[src/rtl/dct_mac_accum.sv]
// One-row signed MAC for a single DCT coefficient: rounds, shifts and saturates the sum.
// Latency is two enabled edges from the last sample to douten; ena=0 freezes every register.
module dct_mac_accum #(
   parameter int DWIDTH = 8,
   parameter int CWIDTH = 12,
   parameter int RWIDTH = 12,
   parameter int NTAPS  = 8,
   parameter int SHIFT  = 10
) (
   input  logic              clk,
   input  logic              rst,
   input  logic              ena,
   input  logic              dstrb,
   input  logic [DWIDTH-1:0] din,
   input  logic [CWIDTH-1:0] coef,
   output logic [RWIDTH-1:0] dout,
   output logic              douten,
   output logic              busy
);

   localparam int CNTW = (NTAPS > 1) ? $clog2(NTAPS) : 1;
   localparam int PW   = DWIDTH + CWIDTH;
   localparam int ACCW = DWIDTH + CWIDTH + $clog2(NTAPS);

   localparam logic [0:0] IDLE  = 1'b0;
   localparam logic [0:0] ACCUM = 1'b1;

   localparam logic [CNTW-1:0] LAST_IDX = CNTW'(NTAPS - 1);
   localparam logic signed [ACCW:0] HALF   = (ACCW+1)'(2 ** (SHIFT - 1));
   localparam logic signed [ACCW:0] SATMAX = (ACCW+1)'(2 ** (RWIDTH - 1) - 1);
   localparam logic signed [ACCW:0] SATMIN = -SATMAX - (ACCW+1)'(1);

   logic [0:0]             state;
   logic [CNTW-1:0]        cnt;
   logic signed [PW-1:0]   p;
   logic                   pvld, pfirst, plast;
   logic signed [ACCW-1:0] acc;

   logic                   accept;
   logic [CNTW-1:0]        idx;
   logic                   is_last;
   logic signed [PW-1:0]   prod;
   logic signed [ACCW-1:0] acc_base, acc_next;
   logic signed [ACCW:0]   rnd, shr;
   logic [RWIDTH-1:0]      sat_val;

   // dstrb always wins: it forces sample 0, even over the last sample of a row
   assign accept  = dstrb || (state == ACCUM);
   assign idx     = dstrb ? '0 : cnt;
   assign is_last = accept && (idx == LAST_IDX);
   assign prod    = PW'($signed(din)) * PW'($signed(coef));

   assign acc_base = pfirst ? '0 : acc;
   assign acc_next = acc_base + ACCW'(p);
   assign rnd      = (ACCW+1)'(acc_next) + HALF;
   assign shr      = rnd >>> SHIFT;

   always_comb begin
      sat_val = RWIDTH'(shr);
      if (shr > SATMAX)
         sat_val = RWIDTH'(SATMAX);
      else if (shr < SATMIN)
         sat_val = RWIDTH'(SATMIN);
   end

   assign busy = (state == ACCUM);

   always_ff @(posedge clk or negedge rst) begin
      if (!rst) begin
         state  <= IDLE;
         cnt    <= '0;
         p      <= '0;
         pvld   <= 1'b0;
         pfirst <= 1'b0;
         plast  <= 1'b0;
      end else if (ena) begin
         pvld <= accept;
         if (accept) begin
            p      <= prod;
            pfirst <= (idx == '0);
            plast  <= is_last;
            if (is_last) begin
               state <= IDLE;
               cnt   <= '0;
            end else begin
               state <= ACCUM;
               cnt   <= idx + CNTW'(1);
            end
         end
      end
   end

   always_ff @(posedge clk or negedge rst) begin
      if (!rst) begin
         acc    <= '0;
         dout   <= '0;
         douten <= 1'b0;
      end else if (ena) begin
         douten <= 1'b0;
         if (pvld) begin
            acc <= acc_next;
            if (plast) begin
               dout   <= sat_val;
               douten <= 1'b1;
            end
         end
      end
   end

endmodule

[config.mk]
export PLATFORM = sky130hd
export DESIGN_NAME = dct_mac_accum
export DESIGN_NICKNAME = d
export VERILOG_FILES = /design/src/rtl/dct_mac_accum.sv
export SDC_FILE = /design/constraint.sdc
export NUM_CORES = 1
export LEC_CHECK = 0
export ABC_CLOCK_PERIOD_IN_PS = 5700
export CORE_ASPECT_RATIO = 0.8
export CORE_MARGIN = 2
export CORE_UTILIZATION = 25
export CTS_BUF_LIST = sky130_fd_sc_hd__clkbuf_8
export CTS_CLUSTER_DIAMETER = 50
export CTS_CLUSTER_SIZE = 14
export DETAILED_ROUTE_END_ITERATION = 16
export PLACE_DENSITY = 0.51
export SLEW_MARGIN = 20
export SYNTH_ARGS = -nofsm -noshare
export SYNTH_HDL_FRONTEND = slang
export SYNTH_SLANG_ARGS = --single-unit
[constraint.sdc]
create_clock -name clk -period 5.7 [get_ports clk]
set_clock_uncertainty 0.2 [all_clocks]
set_input_delay 0.57 -clock clk [delete_from_list [all_inputs] [get_ports clk]]
set_output_delay 0.57 -clock clk [all_outputs]
set_load 0.03 [all_outputs]
==> impl_metrics.toml <==
[synthesis]
synthArstFlopShare = 1.000
synthCells = 850
synthMuxAreaShare = 0.02168
yosys_warnings = 0
synth_compound_area_frac = 0.1516
synth-seq-area-share = 0.2038
synth_top_family_by_area = "adder cells"
synth_adder_area_share = 0.3090
syn_area_um2 = 7735
synth_edf_count = 0
synth-xor-area-share = 0.04643
synth.avg_cell_area_um2 = 9.100
synth-simple-area-share = 0.1959
syn_nets = 1017
synth_ff_type = "dfrtp_1"
yosys_register_bits = 63
synth_cell_types = 72

[global_routing]
grt.overflow.total = 0
grt_pass1_vias = 6135
globalRouteTotalUtil = 0.1145
antenna_found_initial = 0
grt_start_max_net_pins = 64
grt_pass1_wl_mm = 30.52

[setup_path]
path_class = "input pin to flip-flop"
cp-end-kind = "flip-flop"
critPathArrivalTime_ps = 5360
crit_path_max_incr_delay_ps = 550
cpMaxStageDelayCell = "fa_1"
cpMostUsedCell = "fa_1"
r2r.worst_path.cells = 16
crit_required_ps = 5740
critPathMaxFanout = 6
cp_cell_sequence = "clkdlybuf4s50_1, and2_1, fa_1, inv_1, fa_1, fa_1, fa_1, inv_1, ha_1, buf_4, a21oi_1, o21ai_0, a211o_1, a31oi_1, buf_4, a211oi_1, o31ai_1, nand2b_1, xnor2_2, o21ai_0"
start_kind = "input pin"

[placed_design]
port_buffers = 37
dp.cells = 1317
dp_hpwl_mm = 14.25
post-place-ws_ps = -153.2
place_congestion = 0.7850
postPlaceCellArea_um2 = 8859

[clock_tree]
cts_tree = "yes"
clk_latency_ps = 370
h-tree-depth = 3
numCtsBuffers = 9
root_buffer = "clkbuf_8"
clockBufferDepth = 2
clock-sinks = 63
cts.clk_slew.worst_paths_ps = 80

[timing]
finalHoldViolCount = 0
period_minus_slack_ps = 5320
final.period_utilization = 0.9333
slew_headroom = 0.4650
rsz0062_at_grt = "false"
clock.fmax_mhz = 188.0
fin_ws_ps = 380.0
drv_slew = 0
worstMarginPinSlew_ps = 802.6
setup_viol = 0

[job]
cap_violations = 0

[route]
detail_route.iter0.violations = 210
highest_layer = "met4"
dr.pass1.iters = 4
wl_met2_mm = 7.289
drc = 0
vias = 5855
vias_per_cell = 4.392
wl_met3_um = 505
wl_met1_mm = 9.044
routed_wl_mm = 17.06
ant_nets = 0
routedWlPerCell_um = 12.80

[cells_and_area]
antenna_cells = 0
nets = 1082
syn2layout_area_growth_pct = 17.05
final_common_cell = "inv_1"
final_area_um2 = 9054
fillers = 3285
drive_gt1_frac = 0.1130
fin_cells = 1333
final_util = 0.2980
layout_common_cells = "inv_1, fa_1, and2_1"

[floorplan]
initial_utilization = 0.2546
io_pins = 38
coreArea_um2 = 30380
die_w_um = 200.7
rows = 57
chipHeight_um = 161.3
dieArea_um2 = 32370

[pwr]
powerDensity_nw_per_um2 = 469.8
power_leakage_nw = 4.245
power_mw = 4.254
ir_drop_uv = 168.3

[run_status]
run_status = "finished clean"

[hold_path]
hold_path_class = "input pin to asynchronous set/reset pin"
## where the power goes
| group | switching (mW) | internal (mW) |
|---|---|---|
| Sequential | 0.0973 | 0.606 |
| Combinational | 1.75 | 1.43 |
| Clock | 0.193 | 0.170 |
| Total | 2.04 | 2.21 |
## worst max-delay path, delay by kind of cell
family                   cells  cell delay, ps
adder cells (fa/ha/maj)      5            2130
buffers and inverters        5             930
AND/OR/NAND/NOR              2             370
XOR/XNOR                     1             150
AO/OA/AOI/OAI                7            1220
## synthesized netlist by cell type (3+ instances only)
cell,number,share of area
a31o_2,3,0.0034
dfrtp_1,63,0.20
o22a_1,9,0.010
inv_1,119,0.058
a21oi_1,31,0.020
o31ai_1,7,0.0068
a21o_1,13,0.013
nand3_1,11,0.0071
nand2b_1,20,0.016
or3_1,4,0.0032
nor2_1,22,0.011
nor2b_1,26,0.021
or2_2,3,0.0024
mux2_2,14,0.020
and2_1,72,0.058
nor4_1,3,0.0024
clkbuf_1,25,0.012
nor3_1,11,0.0071
a21oi_2,3,0.0034
o31a_1,3,0.0034
o21ai_0,48,0.031
a211oi_1,5,0.0049
o21a_1,7,0.0068
a21boi_1,3,0.0029
fa_1,80,0.21
ha_1,63,0.10
xnor2_1,24,0.027
nand4_1,4,0.0032
a31oi_1,7,0.0057
xor2_1,17,0.019
and3_1,9,0.0073
nand2_1,68,0.033
## state kept, by name, summed over array words and instances (netlist names)
register and cells:
acc 23, busy 1, cnt 3, dout 12, douten 1, p 20
pfirst 1, plast 1, pvld 1
## kinds of logic after synthesis
group,Yosys count
mux,15
xor+xnor,41
buf+inv,147
flops,63
compound gates,169
simple gates,272
fa+ha+maj,143
## path summary, 6_finish.rpt
kind                       endpoint  startpoint  slack [ps]
min in group clk             acc[5]      acc[5]         270
max in group asynchronous   acc[11]         rst        4600
max                           p[19]      din[4]         380
min reg2reg                  acc[5]      acc[5]         270
min                          acc[4]         rst         170
max reg2reg                 dout[0]      pfirst        1060
## timing repair
item / CTS / global route
setup buffers: 0 / 0
endpoints found under the hold margin: 0 / 0
resized for setup: 0 / 5
endpoints found under the setup margin: 0 / 3
hold buffers: 0 / 0
## metal layers
metal / global-route usage / vias to the layer above
met2: 0.1790 / 62
li1: - / 2966
met3: 0.01897 / 14
met1: 0.1637 / 2813
met5: 0 / -
met4: 0.03064 / 0
## through the flow
| step | setup TNS, ps | hold slack, ps |
|---|---|---|
| 2_1_floorplan | 0 | 74.41 |
| 3_3_place_gp | -244.3 | 257.2 |
| 3_5_place_dp | -281.9 | 262.1 |
| 4_1_cts | 0 | 210.4 |
| 5_1_grt | 0 | 267.3 |
| 6_report | 0 | 169.2 |
## final cells by class
class,count,area (µm²),area share
Multi-Input combinational cell,640,5624,0.6212
Clock buffer,10,137.6,0.01520
Timing Repair Buffer,82,705.7,0.07794
Inverter,119,446.7,0.04934
Tap cell,413,516.7,0.05708
Clock inverter,6,46.29,0.005113
Sequential cell,63,1577,0.1741
No activity file was read; power rests on OpenSTA's default activity.
